[src/rtl/branch_rs_pkg.sv]
// Shared types for the branch reservation station bank.
// Struct field widths are fixed here. Any width override on the bank must
// match these values.
package branch_rs_pkg;

  localparam int RS_DATA_W = 32;
  localparam int RS_ROB_W  = 3;
  localparam int RS_CTRL_W = 8;

  typedef struct packed {
    logic                 valid;
    logic [RS_ROB_W-1:0]  rob;
    logic [RS_DATA_W-1:0] result;
  } cdb_t;

  typedef struct packed {
    logic                 busy;
    logic                 rdy1;
    logic                 rdy2;
    logic [RS_ROB_W-1:0]  tag1;
    logic [RS_ROB_W-1:0]  tag2;
    logic [RS_DATA_W-1:0] val1;
    logic [RS_DATA_W-1:0] val2;
    logic [RS_ROB_W-1:0]  robInstr;
    logic [RS_CTRL_W-1:0] ctrl;
    logic [RS_DATA_W-1:0] predPC;
    logic [RS_DATA_W-1:0] target;
    logic [RS_DATA_W-1:0] seqPC;
  } branch_entry_t;

endpackage

[src/rtl/branch_rs_slot.sv]
// One reservation station entry.
// - Accepts a dispatch write and applies write-time wake-up from the CDBs.
// - Snoops the CDBs so that waiting operands become ready.
// - Reports eligibility and drives source operands with same-cycle forwarding.
module branch_rs_slot
  import branch_rs_pkg::*;
#(
  parameter int NCDB = 2
) (
  input  logic                 clk,
  input  logic                 rst,
  input  logic                 clear,
  input  logic                 wr_en,
  input  branch_entry_t        wr_entry,
  input  cdb_t                 cdb [NCDB],
  input  logic                 issue,
  output logic                 busy,
  output logic                 eligible,
  output logic [RS_ROB_W-1:0]  rob,
  output logic [RS_CTRL_W-1:0] ctrl,
  output logic [RS_DATA_W-1:0] pred_pc,
  output logic [RS_DATA_W-1:0] target,
  output logic [RS_DATA_W-1:0] seq_pc,
  output logic [RS_DATA_W-1:0] src1,
  output logic [RS_DATA_W-1:0] src2
);

  branch_entry_t        e;
  branch_entry_t        wr_woken;
  logic                 hit1, hit2, whit1, whit2;
  logic [RS_DATA_W-1:0] fwd1, fwd2, wfwd1, wfwd2;

  // Returns {hit, result}.
  // Buses are scanned from high to low index, so the lowest matching bus wins.
  function automatic logic [RS_DATA_W:0] cdb_lookup(input cdb_t bus [NCDB],
                                                    input logic [RS_ROB_W-1:0] tag);
    logic [RS_DATA_W:0] r;
    r = '0;
    for (int i = NCDB - 1; i >= 0; i--) begin
      if (bus[i].valid && bus[i].rob == tag) r = {1'b1, bus[i].result};
    end
    return r;
  endfunction

  // Tag compares for the stored operands and for the incoming dispatch operands.
  always_comb begin
    {hit1, fwd1}   = cdb_lookup(cdb, e.tag1);
    {hit2, fwd2}   = cdb_lookup(cdb, e.tag2);
    {whit1, wfwd1} = cdb_lookup(cdb, wr_entry.tag1);
    {whit2, wfwd2} = cdb_lookup(cdb, wr_entry.tag2);
  end

  // Dispatch record with the write-time wake-up applied.
  always_comb begin
    wr_woken      = wr_entry;
    wr_woken.busy = 1'b1;
    if (!wr_entry.rdy1 && whit1) begin
      wr_woken.rdy1 = 1'b1;
      wr_woken.val1 = wfwd1;
    end
    if (!wr_entry.rdy2 && whit2) begin
      wr_woken.rdy2 = 1'b1;
      wr_woken.val2 = wfwd2;
    end
  end

  // Entry state.
  // Priority order is clear, then write, then issue and wake-up.
  // The bank only writes free slots and only issues busy ones.
  always_ff @(posedge clk or posedge rst) begin
    if (rst) begin
      e <= '0;
    end else if (clear) begin
      e <= '0;
    end else if (wr_en) begin
      e <= wr_woken;
    end else if (e.busy) begin
      if (issue) e.busy <= 1'b0;
      if (!e.rdy1 && hit1) begin
        e.rdy1 <= 1'b1;
        e.val1 <= fwd1;
      end
      if (!e.rdy2 && hit2) begin
        e.rdy2 <= 1'b1;
        e.val2 <= fwd2;
      end
    end
  end

  // Eligibility and forwarded sources.
  // Forwarding applies only to a live, waiting operand.
  always_comb begin
    eligible = e.busy && (e.rdy1 || hit1) && (e.rdy2 || hit2);
    src1     = (e.busy && !e.rdy1 && hit1) ? fwd1 : e.val1;
    src2     = (e.busy && !e.rdy2 && hit2) ? fwd2 : e.val2;
  end

  assign busy    = e.busy;
  assign rob     = e.robInstr;
  assign ctrl    = e.ctrl;
  assign pred_pc = e.predPC;
  assign target  = e.target;
  assign seq_pc  = e.seqPC;

endmodule

[src/rtl/branch_rs_bank.sv]
// Multi-entry branch reservation station.
// - Holds DEPTH slots filled through a lowest-free-index allocator.
// - An age matrix selects the oldest eligible entry.
// - One issue per cycle goes to the branch ALU through a valid/ready handshake.
module branch_rs_bank
  import branch_rs_pkg::*;
#(
  parameter int DATA_W = RS_DATA_W,
  parameter int ROB_W  = RS_ROB_W,
  parameter int CTRL_W = RS_CTRL_W,
  parameter int DEPTH  = 4,
  parameter int NCDB   = 2
) (
  input  logic                     clk,
  input  logic                     globalReset,
  input  logic                     clear,
  input  logic                     writeReq,
  input  logic                     ready1,
  input  logic                     ready2,
  input  logic signed [DATA_W-1:0] value1,
  input  logic signed [DATA_W-1:0] value2,
  input  logic [ROB_W-1:0]         rob1,
  input  logic [ROB_W-1:0]         rob2,
  input  logic [ROB_W-1:0]         robInstr,
  input  logic [CTRL_W-1:0]        branchControl,
  input  logic [DATA_W-1:0]        predictedPC,
  input  logic [DATA_W-1:0]        address,
  input  logic [DATA_W-1:0]        seqPC,
  input  logic [NCDB-1:0]          cdbValid,
  input  logic [NCDB*ROB_W-1:0]    cdbRob,
  input  logic [NCDB*DATA_W-1:0]   cdbResult,
  output logic                     full,
  output logic                     issueValid,
  input  logic                     issueReady,
  output logic [ROB_W-1:0]         instrRob,
  output logic [CTRL_W-1:0]        instrInfo,
  output logic signed [DATA_W-1:0] src1,
  output logic signed [DATA_W-1:0] src2,
  output logic [DATA_W-1:0]        predictedAddress,
  output logic [DATA_W-1:0]        targetAddress,
  output logic [DATA_W-1:0]        branchResult
);

  localparam int IDX_W = $clog2(DEPTH);

  cdb_t                       cdb [NCDB];
  branch_entry_t              wr_entry;
  logic [DEPTH-1:0]           busy, elig, wr_en, sel, issue_en;
  // older[i][j] = 1 means entry i was allocated before entry j.
  logic [DEPTH-1:0][DEPTH-1:0] older;
  logic [IDX_W-1:0]           alloc_idx, sel_idx;
  logic [RS_ROB_W-1:0]        s_rob  [DEPTH];
  logic [RS_CTRL_W-1:0]       s_ctrl [DEPTH];
  logic [RS_DATA_W-1:0]       s_pred [DEPTH];
  logic [RS_DATA_W-1:0]       s_tgt  [DEPTH];
  logic [RS_DATA_W-1:0]       s_seq  [DEPTH];
  logic [RS_DATA_W-1:0]       s_src1 [DEPTH];
  logic [RS_DATA_W-1:0]       s_src2 [DEPTH];

  // Unpack the flat CDB ports into one record per bus.
  always_comb begin
    for (int i = 0; i < NCDB; i++) begin
      cdb[i].valid  = cdbValid[i];
      cdb[i].rob    = cdbRob[i*ROB_W +: ROB_W];
      cdb[i].result = cdbResult[i*DATA_W +: DATA_W];
    end
  end

  // Assemble the dispatch record that is offered to every slot.
  always_comb begin
    wr_entry          = '0;
    wr_entry.busy     = 1'b1;
    wr_entry.rdy1     = ready1;
    wr_entry.rdy2     = ready2;
    wr_entry.tag1     = rob1;
    wr_entry.tag2     = rob2;
    wr_entry.val1     = value1;
    wr_entry.val2     = value2;
    wr_entry.robInstr = robInstr;
    wr_entry.ctrl     = branchControl;
    wr_entry.predPC   = predictedPC;
    wr_entry.target   = address;
    wr_entry.seqPC    = seqPC;
  end

  assign full = &busy;

  // Lowest-index free slot. This uses busy as it stands at the start of the cycle.
  always_comb begin
    alloc_idx = '0;
    for (int k = DEPTH - 1; k >= 0; k--) begin
      if (!busy[k]) alloc_idx = IDX_W'(k);
    end
  end

  // Write enables go only to the allocated slot. A write while full is dropped.
  always_comb begin
    for (int k = 0; k < DEPTH; k++) begin
      wr_en[k] = writeReq && !full && (alloc_idx == IDX_W'(k));
    end
  end

  // Age matrix. A newly allocated entry becomes younger than every other entry.
  always_ff @(posedge clk or posedge globalReset) begin
    if (globalReset) begin
      older <= '0;
    end else if (clear) begin
      older <= '0;
    end else begin
      for (int k = 0; k < DEPTH; k++) begin
        if (wr_en[k]) begin
          for (int j = 0; j < DEPTH; j++) begin
            older[k][j] <= 1'b0;
            older[j][k] <= (j != k);
          end
        end
      end
    end
  end

  // Oldest-eligible select. An entry is picked when no other eligible entry is older.
  always_comb begin
    sel = '0;
    for (int i = 0; i < DEPTH; i++) begin
      sel[i] = elig[i];
      for (int j = 0; j < DEPTH; j++) begin
        if (j != i && elig[j] && older[j][i]) sel[i] = 1'b0;
      end
    end
  end

  // One-hot to index. With nothing selected the index falls back to entry 0.
  always_comb begin
    sel_idx = '0;
    for (int k = 0; k < DEPTH; k++) begin
      if (sel[k]) sel_idx = IDX_W'(k);
    end
  end

  assign issueValid = |elig;
  assign issue_en   = sel & {DEPTH{issueReady}};

  for (genvar k = 0; k < DEPTH; k++) begin : g_slot
    branch_rs_slot #(.NCDB(NCDB)) u_slot (
      .clk      (clk),
      .rst      (globalReset),
      .clear    (clear),
      .wr_en    (wr_en[k]),
      .wr_entry (wr_entry),
      .cdb      (cdb),
      .issue    (issue_en[k]),
      .busy     (busy[k]),
      .eligible (elig[k]),
      .rob      (s_rob[k]),
      .ctrl     (s_ctrl[k]),
      .pred_pc  (s_pred[k]),
      .target   (s_tgt[k]),
      .seq_pc   (s_seq[k]),
      .src1     (s_src1[k]),
      .src2     (s_src2[k])
    );
  end

  assign instrRob         = s_rob[sel_idx];
  assign instrInfo        = s_ctrl[sel_idx];
  assign src1             = s_src1[sel_idx];
  assign src2             = s_src2[sel_idx];
  assign predictedAddress = s_pred[sel_idx];
  assign targetAddress    = s_tgt[sel_idx];
  assign branchResult     = s_seq[sel_idx];

endmodule

[config.mk]
export PLATFORM = sky130hd
export DESIGN_NAME = branch_rs_bank
export DESIGN_NICKNAME = d
export VERILOG_FILES = /design/src/rtl/branch_rs_pkg.sv /design/src/rtl/branch_rs_slot.sv /design/src/rtl/branch_rs_bank.sv
export SDC_FILE = /design/constraint.sdc
export NUM_CORES = 2
export LEC_CHECK = 0
export CAP_MARGIN = 5
export CORE_UTILIZATION = 52
export DETAILED_ROUTE_END_ITERATION = 10
export PLACE_DENSITY = 0.77
export SYNTH_ARGS = -nofsm -noshare
export SYNTH_HDL_FRONTEND = slang
export SYNTH_SLANG_ARGS = --single-unit
[constraint.sdc]
create_clock -name clk -period 26 [get_ports clk]
set_input_delay 5.2 -clock clk [delete_from_list [all_inputs] [get_ports clk]]
set_output_delay 5.2 -clock clk [all_outputs]
set_load 0.01 [all_outputs]
==> metrics.yaml <==
timing:
  timing_worst_slew_pin_value_ns: 1.25
  clock-skew-final_ns: 0.0297
  fin_setup_tns_ns: 0
  hold_viol: 0
  relSlewSlack_pct: 16.7
  period_minus_slack_ns: 16.61
  drv_slew: 0
  max_freq_mhz: 60.2
  period_share_pct: 63.9
  grt_setup_unrepaired: "no"
  setup_viol: 0
cells_and_area:
  layout_common_cells: "nand2_1, dfrtp_1, a21oi_1, clkdlybuf4s50_1, nor2_1"
  fin_nets: 5311
  syn2layout_area_growth_pct: 17.0
  mostFrequentLayoutCell: "nand2_1"
  stdcell_count: 6161
  drive_gt1_share_pct: 5.22
floorplanning:
  die-area_um2: 79800
  io_pins: 429
  fp-row-count: 102
  fp.coreArea_um2: 77600
  initial_core_util_pct: 52.7
  die_w_um: 283
  die_h_um: 283
global_route:
  gr-total-overflow: 0
  antenna_found_initial: 23
  grt_max_degree: 204
  grt_pass1_vias: 39000
  use_met1_pct: 47.2
  grt_use_total_pct: 36.1
  gr-usage-met3_pct: 8.55
  met2_usage_pct: 56.8
  grt.busiest_layer: "met2"
  grt_first_pass_wirelength_um: 225000
worst_setup_path:
  crit_path_end_kind: "output pin"
  slowest_delay_ns: 0.99
  ff2ff_setup_slack_ns: 21.14
  critPathArrivalTime_ns: 11.41
  r2r_start: "g_slot[0].u_slot.e[174]"
  path_class: "in2out"
  r2r_cells: 8
  crit_slowest_cell: "and4_2"
  cp_data_required_time_ns: 20.80
  r2r-end: "g_slot[3].u_slot.busy"
  cp_max_fo: 43
  cp-start-kind: "input pin"
  path_cells: "clkdlybuf4s50_1 -> xnor2_1 -> and4_2 -> or3_1 -> o2111ai_4 -> nand4_1 -> buf_4 -> buf_4 -> mux2i_1 -> a211oi_1 -> clkdlybuf4s50_1"
synthesis:
  synth_area_leader_cell: "dfrtp_1"
  ys_seq_area_share_pct: 44.8
  synth_edf_count: 0
  syn_nets: 5282
  ys_ff_latch: 732
  postSynthAreaPerCell_um2: 8.14
  synth_cell_types: 51
  ys_warn_count: 0
  synth_area_leaders: "dfrtp_1, nand2_1, a21oi_1"
  synth_async_sr_flop_share_pct: 100
  netlist_area_um2: 40900
  synth_top_cell_area_share_pct: 44.8
  synth_flop_cell: "dfrtp_1"
  syn_inst: 5026
pwr:
  p_per_area_nw_per_um2: 58.7
  finalPower_mw: 2.81
  irDropWorstVdd_mv: 0.0518
  cellLeakagePower_nw: 20.8
routing:
  firstDrtPassIters: 6
  post-route-drc-count: 0
  vias_per_cell: 6.44
  ant_nets: 0
  vias: 39700
  first_iter_violations: 4606
  routed_wl_um: 146000
  wl_per_cell_um: 23.7
clock_network:
  clkLatencyLatePin_ns: 0.65
  holdBufCountCts: 0
  numCtsBuffers: 83
  cts_tree: "done"
  cts_resized: 0
  cts_setup_buffers: 0
  htree_levels: 3
  cts_buffer_depth: 3
  path_clk_slew_ns: 0.06
  clkSinkCount: 732
  clock-root-buffer: "clkbuf_16"
run:
  maxCapViolations: 0
place:
  portBuffers: 428
  numPlacedInstances: 6010
  dp_hpwl_um: 80700
  place_congestion: 0.845
outcome:
  outcome: "complete, no violations"
worst_hold_path:
  min_to: "g_slot[2].u_slot.pred_pc[27]"
  hp-start: "g_slot[2].u_slot.pred_pc[27]"
  hp-class: "reg2reg"
  hold_depth: 1
cells in the mapped netlist (11+ instances only):
cell type	number
a211oi_1	93
a211oi_2	11
a21oi_1	713
a221oi_1	91
a221oi_2	17
a22o_1	168
a22oi_1	114
a31oi_1	49
and2_1	36
and3_1	109
and4_1	11
buf_1	65
buf_2	43
buf_4	11
clkbuf_1	427
dfrtp_1	732
mux2i_1	223
nand2_1	1222
nand4_1	13
nor2_1	354
nor3_1	100
o21ai_0	256
o21ai_1	32
xnor2_1	60
area by class of cell:
cell class / instances / area, µm²
Timing Repair Buffer: 494 / 4820
Multi-Input combinational cell: 3736 / 20600
Sequential cell: 732 / 18300
Fill cell: 6763 / 29700
Inverter: 8 / 37.5
Clock inverter: 26 / 450
Antenna cell: 7 / 17.5
Clock buffer: 118 / 2350
Tap cell: 1040 / 1300
stage by stage:
stage | hold WS, ns | utilization [%] | cell area (µm²) | worst slack (ns)
3_5_place_dp | 0.485 | 58.1 | 45100 | 9.61
4_1_cts | 0.499 | 61.7 | 47900 | 9.60
6_report | 0.499 | 61.7 | 47900 | 9.39
2_1_floorplan | 0.439 | - | 40900 | 0.263
5_1_grt | 0.508 | 61.7 | 47900 | 9.28
3_3_place_gp | 0.475 | 58.1 | 45100 | 9.72
worst max-delay path by stage:
stage | startpoint | endpoint | slack, ns
floorplan | globalReset | g_slot[0].u_slot.busy | 0.26
global placement | cdbRob[0] | src1[14] | 9.72
detailed placement | cdbRob[0] | src1[16] | 9.61
CTS | cdbRob[0] | src1[16] | 9.60
global route | cdbRob[2] | targetAddress[7] | 9.28
finish | cdbRob[2] | src1[16] | 9.39
kinds of logic after synthesis:
logic type	share of synthesized area (%)
xor+xnor	1.28
simple gates	18.8
buf+inv	5.42
mux	5.70
flops	44.8
compound gates	24.0
power breakdown:
group          switching (mW)  internal [mW]
registers              0.0166           1.17
logic                   0.245          0.150
clock network           0.504          0.722
total                   0.765           2.05
layer usage:
metal / up-vias / routed length, µm
li1: 17500 / -
met1: 19200 / 56500
met2: 2433 / 67400
met3: 443 / 15900
met4: 32 / 5920
met5: - / 202
sequential cells by signal, indices dropped and copies added, names as in the netlist:
register / flops
g_slot.u_slot.target: 128
g_slot.u_slot.ctrl: 32
older: 12
g_slot.u_slot.pred_pc: 128
g_slot.u_slot.e: 288
g_slot.u_slot.rob: 12
g_slot.u_slot.seq_pc: 128
g_slot.u_slot.busy: 4
critical path: cells and delay by family:
family                 cells  cell delay [ns]
buffers and inverters      4             2.99
AO/OA/AOI/OAI              2             1.11
AND/OR/NAND/NOR            3             1.68
XOR/XNOR                   1             0.18
multiplexers               1             0.20
Power figures use the tool's default switching activity.
